[src/rtl/pkg_read_ctrl.sv]
// Package read controller: raises an interrupt per full ping-pong bank and
// streams the bank to the SPI shifter one host-requested byte at a time.
module pkg_read_ctrl #(
    parameter int DATA_WIDTH   = 8,
    parameter int PACKAGE_SIZE = 11552,
    parameter int CNT_WIDTH    = 14,
    parameter int INTR_HOLD    = 16,
    parameter int CS_TIMEOUT   = 65535
) (
    input  logic                  sys_clk,
    input  logic                  rst,
    input  logic                  package_ready,
    input  logic [DATA_WIDTH-1:0] fifo_dout,
    input  logic                  fifo_valid,
    output logic                  fifo_rd_en,
    input  logic                  host_cs,
    input  logic                  host_byte_req,
    output logic [DATA_WIDTH-1:0] tx_data,
    output logic                  tx_valid,
    output logic                  intr_out,
    output logic                  busy,
    output logic                  pkg_done,
    output logic                  err_abort,
    output logic                  err_timeout,
    output logic [7:0]            overrun_cnt
);

    localparam int HW = (INTR_HOLD > 1) ? $clog2(INTR_HOLD) : 1;
    localparam int TW = (CS_TIMEOUT > 1) ? $clog2(CS_TIMEOUT) : 1;
    localparam logic [HW-1:0] HOLD_LAST = HW'(INTR_HOLD - 1);
    localparam logic [TW-1:0] TO_LAST = TW'(CS_TIMEOUT - 1);
    localparam logic [CNT_WIDTH-1:0] LAST_BYTE = CNT_WIDTH'(PACKAGE_SIZE - 1);

    typedef enum logic [2:0] {
        IDLE,
        INTR,
        WAIT_CS,
        READ,
        DONE
    } state_t;

    state_t               state;
    logic                 package_ready_d;
    logic                 pending;
    logic                 outstanding;
    logic [CNT_WIDTH-1:0] byte_cnt;
    logic [HW-1:0]        hold_cnt;
    logic [TW-1:0]        to_cnt;
    logic                 pkg_evt;

    assign pkg_evt = package_ready & ~package_ready_d;
    assign busy    = (state != IDLE);

    always_ff @(posedge sys_clk) begin
        if (rst) begin
            state           <= IDLE;
            package_ready_d <= 1'b0;
            pending         <= 1'b0;
            outstanding     <= 1'b0;
            byte_cnt        <= '0;
            hold_cnt        <= '0;
            to_cnt          <= '0;
            fifo_rd_en      <= 1'b0;
            tx_data         <= '0;
            tx_valid        <= 1'b0;
            intr_out        <= 1'b0;
            pkg_done        <= 1'b0;
            err_abort       <= 1'b0;
            err_timeout     <= 1'b0;
            overrun_cnt     <= '0;
        end else begin
            package_ready_d <= package_ready;
            fifo_rd_en      <= 1'b0;
            tx_valid        <= 1'b0;
            pkg_done        <= 1'b0;
            err_abort       <= 1'b0;
            err_timeout     <= 1'b0;

            // A new bank while one is already queued means a lost package
            if (pkg_evt && pending && overrun_cnt != 8'hff)
                overrun_cnt <= overrun_cnt + 8'd1;
            if (pkg_evt && state != IDLE)
                pending <= 1'b1;

            unique case (state)
                IDLE: begin
                    if (pkg_evt || pending) begin
                        state    <= INTR;
                        pending  <= 1'b0;
                        intr_out <= 1'b1;
                        hold_cnt <= '0;
                    end
                end
                INTR: begin
                    if (hold_cnt == HOLD_LAST) begin
                        state    <= WAIT_CS;
                        intr_out <= 1'b0;
                        to_cnt   <= '0;
                    end else begin
                        hold_cnt <= hold_cnt + HW'(1);
                    end
                end
                WAIT_CS: begin
                    if (host_cs) begin
                        state       <= READ;
                        byte_cnt    <= '0;
                        outstanding <= 1'b0;
                    end else if (to_cnt == TO_LAST) begin
                        state       <= IDLE;
                        err_timeout <= 1'b1;
                    end else begin
                        to_cnt <= to_cnt + TW'(1);
                    end
                end
                READ: begin
                    // Deselect wins: the host can no longer clock out a byte
                    if (!host_cs) begin
                        state       <= IDLE;
                        err_abort   <= 1'b1;
                        byte_cnt    <= '0;
                        outstanding <= 1'b0;
                    end else if (fifo_valid && outstanding) begin
                        tx_data     <= fifo_dout;
                        tx_valid    <= 1'b1;
                        outstanding <= 1'b0;
                        byte_cnt    <= byte_cnt + CNT_WIDTH'(1);
                        if (byte_cnt == LAST_BYTE) begin
                            state    <= DONE;
                            pkg_done <= 1'b1;
                        end
                    end else if (host_byte_req && !outstanding) begin
                        fifo_rd_en  <= 1'b1;
                        outstanding <= 1'b1;
                    end
                end
                DONE: begin
                    if (!host_cs) begin
                        state    <= IDLE;
                        byte_cnt <= '0;
                    end
                end
                default: state <= IDLE;
            endcase
        end
    end

endmodule

[config.mk]
export PLATFORM = sky130hd
export DESIGN_NAME = pkg_read_ctrl
export DESIGN_NICKNAME = d
export VERILOG_FILES = /design/src/rtl/pkg_read_ctrl.sv
export SDC_FILE = /design/constraint.sdc
export NUM_CORES = 1
export LEC_CHECK = 0
export BUFFER_PORTS_ARGS = -buffer_cell sky130_fd_sc_hd__buf_4
export CAP_MARGIN = 0
export CORE_MARGIN = 2
export CORE_UTILIZATION = 30
export DETAILED_ROUTE_END_ITERATION = 8
export PLACE_DENSITY = 0.54
export SYNTH_ARGS = -nofsm -noshare
export SYNTH_HDL_FRONTEND = slang
export SYNTH_SLANG_ARGS = --single-unit
[constraint.sdc]
create_clock -name sys_clk -period 2.5 [get_ports sys_clk]
set_clock_uncertainty 0.2 [all_clocks]
set_input_delay 0.125 -clock sys_clk [delete_from_list [all_inputs] [get_ports sys_clk]]
set_output_delay 0.125 -clock sys_clk [all_outputs]
set_load 0.01 [all_outputs]
==> results of run 1 <==
cells in the final DEF (no fill, tap or decap), drive strengths merged, types with 4 or more instances in the layout:
cell / instances
nand4: 9
dfxtp: 62
o2111ai: 6
buf: 44
and2: 7
or3: 9
dlygate4sd3: 19
nand3: 17
nand2: 28
ha: 5
inv: 9
nor3: 13
xnor2: 17
xor2: 10
a21oi: 21
nor4: 8
a211oi: 4
clkbuf: 13
nor2b: 5
o21ai: 13
nor2: 52
cells by family (layout without fill, tap and decap cells):
logic type | after synthesis | count (layout) | share of synthesized area [%]
muxes | 3 | 3 | 1.04
xor gates and xnor gates | 27 | 27 | 8.19
adders and majority gates | 5 | 5 | 2.17
and+or+nand+nor | 169 | 169 | 30.1
DFF | 62 | 62 | 43.0
AOI/OAI and AO/OA | 54 | 54 | 12.3
buffers and inverters | 22 | 88 | 3.29
routing by layer:
layer	share of wire [%]	vias to the layer above	global-route usage [%]	routed length, um
li1	-	1328	-	-
met1	47	1172	16.1	3020
met2	48	29	21.6	3080
met3	3.4	9	3.69	218
met4	1.6	0	5.64	101
met5	0	-	0	0
sequential cells by signal, indices dropped and copies added (netlist names), 3 cells and up:
name	flops
to_cnt	16
byte_cnt	14
overrun_cnt	8
tx_data	8
hold_cnt	4
state	3
per-stage QoR:
| stage | area [um^2] | hold slack (ns) | setup slack, ns | utilization [%] |
|---|---|---|---|---|
| 6_report | 3750 | 0.260 | 0.268 | 40.4 |
| 5_1_grt | 3750 | 0.286 | 0.0559 | 40.4 |
| 4_1_cts | 3740 | 0.262 | 0.0564 | 40.3 |
| 3_5_place_dp | 3320 | 0.157 | 0.337 | 35.7 |
| 3_3_place_gp | 3320 | 0.155 | 0.398 | 35.7 |
| 2_1_floorplan | 2890 | 0.0532 | 0.485 | - |
power by group through the flow:
stage	registers (mW)	logic [mW]	clock network [mW]
final	1.07	0.360	1.02
after global routing	1.08	0.406	1.10
after CTS	1.07	0.365	1.06
after detailed placement	1.09	0.346	0
after global placement	1.09	0.342	0
after floorplan	1.06	0.268	0
layout make-up:
class / instances / share of cell area (%)
multi-input combinational: 258 / 41.6
clock buffer: 13 / 4.50
inverter: 9 / 0.901
sequential: 62 / 33.1
tap: 129 / 4.30
clock inverter: 3 / 1.73
timing repair buffer: 63 / 13.9
worst paths after layout:
check	startpoint	endpoint	cells after the start
min	tx_data[3]	tx_data[3]	2
max	state[1]	tx_data[5]	5
min reg2reg	tx_data[3]	tx_data[3]	2
max reg2reg	state[1]	tx_data[5]	5
repair_timing:
action                     4_1_cts  5_1_grt
setup endpoints to repair        0        5
resized for setup                0        3
hold endpoints to repair        22        0
hold buffers                    19        0
critical path, cell delays in order (launching register included):
cell and delay, ns:
dfxtp_1 0.54, nand4b_1 0.29, nor2_2 0.38, nand2_1 0.10, a21oi_1 0.12, dlygate4sd3_1 0.55
==> results.txt, run 1 <==
Clock Latency Late Sink - 0.34 ns
Final #Nets - 422
Combinational share of power - 14.7%
Starting density of the core - 31.1%
Cell area after synthesis - 2890 um^2
Die height - 102 um
Switching pwr - 0.632 mW
Postcts setup bufs - 0
Sequential share of the synthesized area - 43.0%
Worst-margin pin slew - 0.608 ns
Clock Pin Slew Worst Setup and Hold Paths - 0.07 ns
Gpl congestion - 0.769
Switching Fraction - 25.7%
Maximum vdd drop - 0.279 mV
First-pass GRT wire length - 10900 um
Outcome - finished, final reports clean
Row count - 35
Top_reg_cell synth - dfxtp_1
FILL cells - 948
Initial antenna violation count - 0
H-tree levels - 3
Cell variety after synth - 45
EDFF count, synth - 0
R2r setup slk - 0.27 ns
DR vias - 2538
Multi-input gate area - 1560 um^2
DRT iter0 DRCs - 105
Synth area leader - dfxtp_1
Largest net degree at the start of global routing - 36
Max-Slew Margin vs Limit - 59.1%
Fin crit share - 89.3%
I/O pin cnt - 37
CP arrival - 2.32 ns
Total Wirelength - 6420 um
Gate Count Post-Synth - 342
CTS root buf - clkbuf_8
DRC - 0
Tot Pwr - 2.46 mW
Port Buf Inserts - 36
Non-Filler Instances - 537
Setup crit start kind - flop
Worst Setup Path Type - reg2reg
FF/Latch Area - 1240 um^2
Share of cells above drive strength 1 - 17.4%
DP Cell Count - 502
WP data required - 2.59 ns
Total GRT Usage - 13.1%
Final hold viol count - 0
Crit. End Element - flop
Hold crit path type - reg2reg
Setup TNS - 0 ns
Synthesized flop and latch total - 62
Top cells by count, synth - dfxtp_1, nor2_1, nand2_1, a21oi_1
Clock network power share - 41.7%
Ant diodes - 0
Int Pwr - 1.83 mW
Sequential Power Share - 43.7%
Ys Warns - 0
Top post-synthesis cells by area - dfxtp_1, nor2_1, xnor2_1
CTS buffer count - 9
TritonCTS clock tree - done
Clock buffer depth - 2
Pins Over Slew Limit - 0
Die Wd - 102 um
RSZ-0062 raised after global routing - false
Drt via density - 4.73
Area share of the largest cell type after synthesis - 43.0%
Final setup viols - 0
Synthesized Nets - 361
Area of the core - 9280 um^2
DR WL/cell - 11.9 um
Die area - 10400 um^2
DP HPWL - 4420 um
TritonRoute pass-1 iters - 4
Count leader, synth - dfxtp_1
CP max FO - 13
CTS sink cnt - 62
Min Clock Period, post-route - 2.23 ns
Grt total ovfl - 0
Ys async rst share - 0%
Post-route ant nets - 0
Vias in the first global route - 2499
Area growth syn-to-layout - 29.9%
Fmax - 448 MHz
Leak - 1.33 nW
Maxcap violations - 0
P per Cell Area - 655 nW/um^2
Mean post-synth cell area - 8.44 um^2
Note: power is estimated with default switching activity, not from simulation.
==> run 2, diff against run 1 <==
- ABC_AREA: default -> 1
- CORE_ASPECT_RATIO: default -> 1.4
- CORE_MARGIN: 2 -> default
==> run 2 against run 1 <==
Net effect: clock-buffer cell count decreased by 1; area after synthesis increased by 11%; power increased by 26%; die area increased by 6.7%; synthesized cell count increased by 39%; non-clock buffer count decreased by 14; global-route usage increased by 1.8 points; fmax increased by 13%; critical endpoint is now to_cnt[0].
==> results.txt, run 2 <==
Setup TNS - 0 ns
DR WL/cell - 11.0 um
Post-route ant nets - 0
Cell Area, Placed - 3590 um^2
Worst-margin pin slew - 0.609 ns
Starting density of the core - 30.9%
Ys Warns - 0
Top Registers - to_cnt (16), byte_cnt (14)
DR vias - 3012
Non-Filler Instances - 669
Cell area after synthesis - 3210 um^2
Port Buf Inserts - 36
Sequential share of the synthesized area - 38.7%
Clock Latency Late Sink - 0.33 ns
CTS buffer count - 9
Design Area, Final - 4020 um^2
Most flops, register - to_cnt
Postcts setup bufs - 0
CP max FO - 11
Share of cells above drive strength 1 - 15.4%
Ant diodes - 0
Total Wirelength - 7390 um
Hold depth - 6
Row count - 44
Synthesized Nets - 496
Initial antenna violation count - 0
Ys async rst share - 0%
Setup crit start kind - flop
Drt via density - 4.50
Pins Over Slew Limit - 0
First-pass GRT wire length - 12900 um
H-tree levels - 3
EDFF count, synth - 0
CTS sink cnt - 62
Mean post-synth cell area - 6.73 um^2
Area share of the largest cell type after synthesis - 38.7%
Final setup viols - 0
I/O pin cnt - 37
Tot Pwr - 3.10 mW
DP Cell Count - 642
Area of the core - 10400 um^2
Max reg flops - 16
Outcome - finished, final reports clean
Fin crit share - 79.0%
Final #Nets - 545
Top post-synthesis cells by area - dfxtp_1, nand2_1, nor2_1
CTS hold repair buffers - 11
Clock buffer depth - 2
CP arrival - 2.00 ns
Gates resized, CTS repair - 0
Area growth syn-to-layout - 25.1%
Largest net degree at the start of global routing - 26
Max-Slew Margin vs Limit - 59.4%
CTS root buf - clkbuf_16
Synth area leader - dfxtp_1
Worst Setup Path Type - reg2reg
Synthesized flop and latch total - 62
Grt total ovfl - 0
Maximum vdd drop - 0.328 mV
Fmax - 506 MHz
Min Clock Period, post-route - 1.98 ns
Vias in the first global route - 2884
Crit. End Element - flop
Maxcap violations - 0
Cell variety after synth - 39
Top cells by count, synth - nand2_1, nor2_1, dfxtp_1, inv_1, a21oi_1
Die area - 11100 um^2
Die Wd - 89.4 um
RSZ-0062 raised after global routing - false
P per Cell Area - 773 nW/um^2
Total GRT Usage - 14.9%
TritonRoute pass-1 iters - 4
Count leader, synth - nand2_1
Gpl congestion - 0.830
FILL cells - 1107
Gate Count Post-Synth - 477
Most frequent cells in the layout - nand2_1, nor2_1, dfxtp_1, inv_1, buf_4
DP HPWL - 5450 um
Final hold viol count - 0
Most common cell after layout, fill and taps aside - nand2_1
TritonCTS clock tree - done
DRT iter0 DRCs - 134
Final Util - 38.6%
Top_reg_cell synth - dfxtp_1
WP data required - 2.52 ns
R2R depth - 9
Die height - 124 um
Leak - 1.64 nW
Clock Pin Slew Worst Setup and Hold Paths - 0.05 ns
Hold crit path type - in2reg
DRC - 0
-- run 2: path summary, 6_finish.rpt --
check                                 start          end  slack, ns
worst min register to register  outstanding   fifo_rd_en       0.25
worst max register to register     state[1]    to_cnt[0]       0.52
worst min-delay path             fifo_valid  outstanding       0.09
worst max-delay path               state[1]    to_cnt[0]       0.52
-- run 2: cell type report --
| cell class | count | area (um^2) | share of cell area [%] |
|---|---|---|---|
| Clock buffer | 12 | 246 | 6.14 |
| Clock inverter | 4 | 70.1 | 1.75 |
| Inverter | 49 | 186 | 4.64 |
| Multi-Input combinational cell | 355 | 1700 | 42.4 |
| Sequential cell | 62 | 1240 | 30.9 |
| Tap cell | 138 | 173 | 4.30 |
| Timing Repair Buffer | 49 | 395 | 9.85 |
-- run 2: layer usage --
layer	vias up	routed length [um]	global-route usage, %
li1	1625	-	-
met1	1350	3300	17.2
met2	27	3810	25.7
met3	10	166	3.98
met4	0	106	5.32
met5	-	0	0
-- run 2: kinds of logic (layout without fill, tap and decap cells) --
kind of cell / Yosys count / after routing / share of synthesized area [%]
adders and majority gates: 5 / 5 / 1.95
AOI/OAI and AO/OA: 65 / 65 / 11.5
and+or+nand+nor: 275 / 275 / 36.9
xor gates and xnor gates: 10 / 10 / 2.73
buffers and inverters: 60 / 114 / 8.30
DFF: 62 / 62 / 38.7
-- run 2: report_power, final --
part	internal, mW	leakage, nW	switching (mW)
Sequential	1.05	0.501	0.0482
Combinational	0.229	0.979	0.455
Clock	0.896	0.157	0.430
Total	2.17	1.64	0.933
-- run 2: worst max-delay path, cell delays in order (launching register included) --
cell      delay [ns]
dfxtp_1         0.35
inv_1           0.08
nor2_2          0.13
nand2_2         0.17
nor2_4          0.13
o21ai_2         0.07
nand2_2         0.19
clkinv_1        0.29
a21oi_1         0.20
nor2_1          0.05
-- run 2: metrics by stage --
stage	worst slack, ns	hold WS, ns
after detailed placement	0.529	0.149
after CTS	0.512	0.0818
after global routing	0.328	0.112
after floorplan	0.864	0.0320
after global placement	0.536	0.139
final	0.525	0.0939
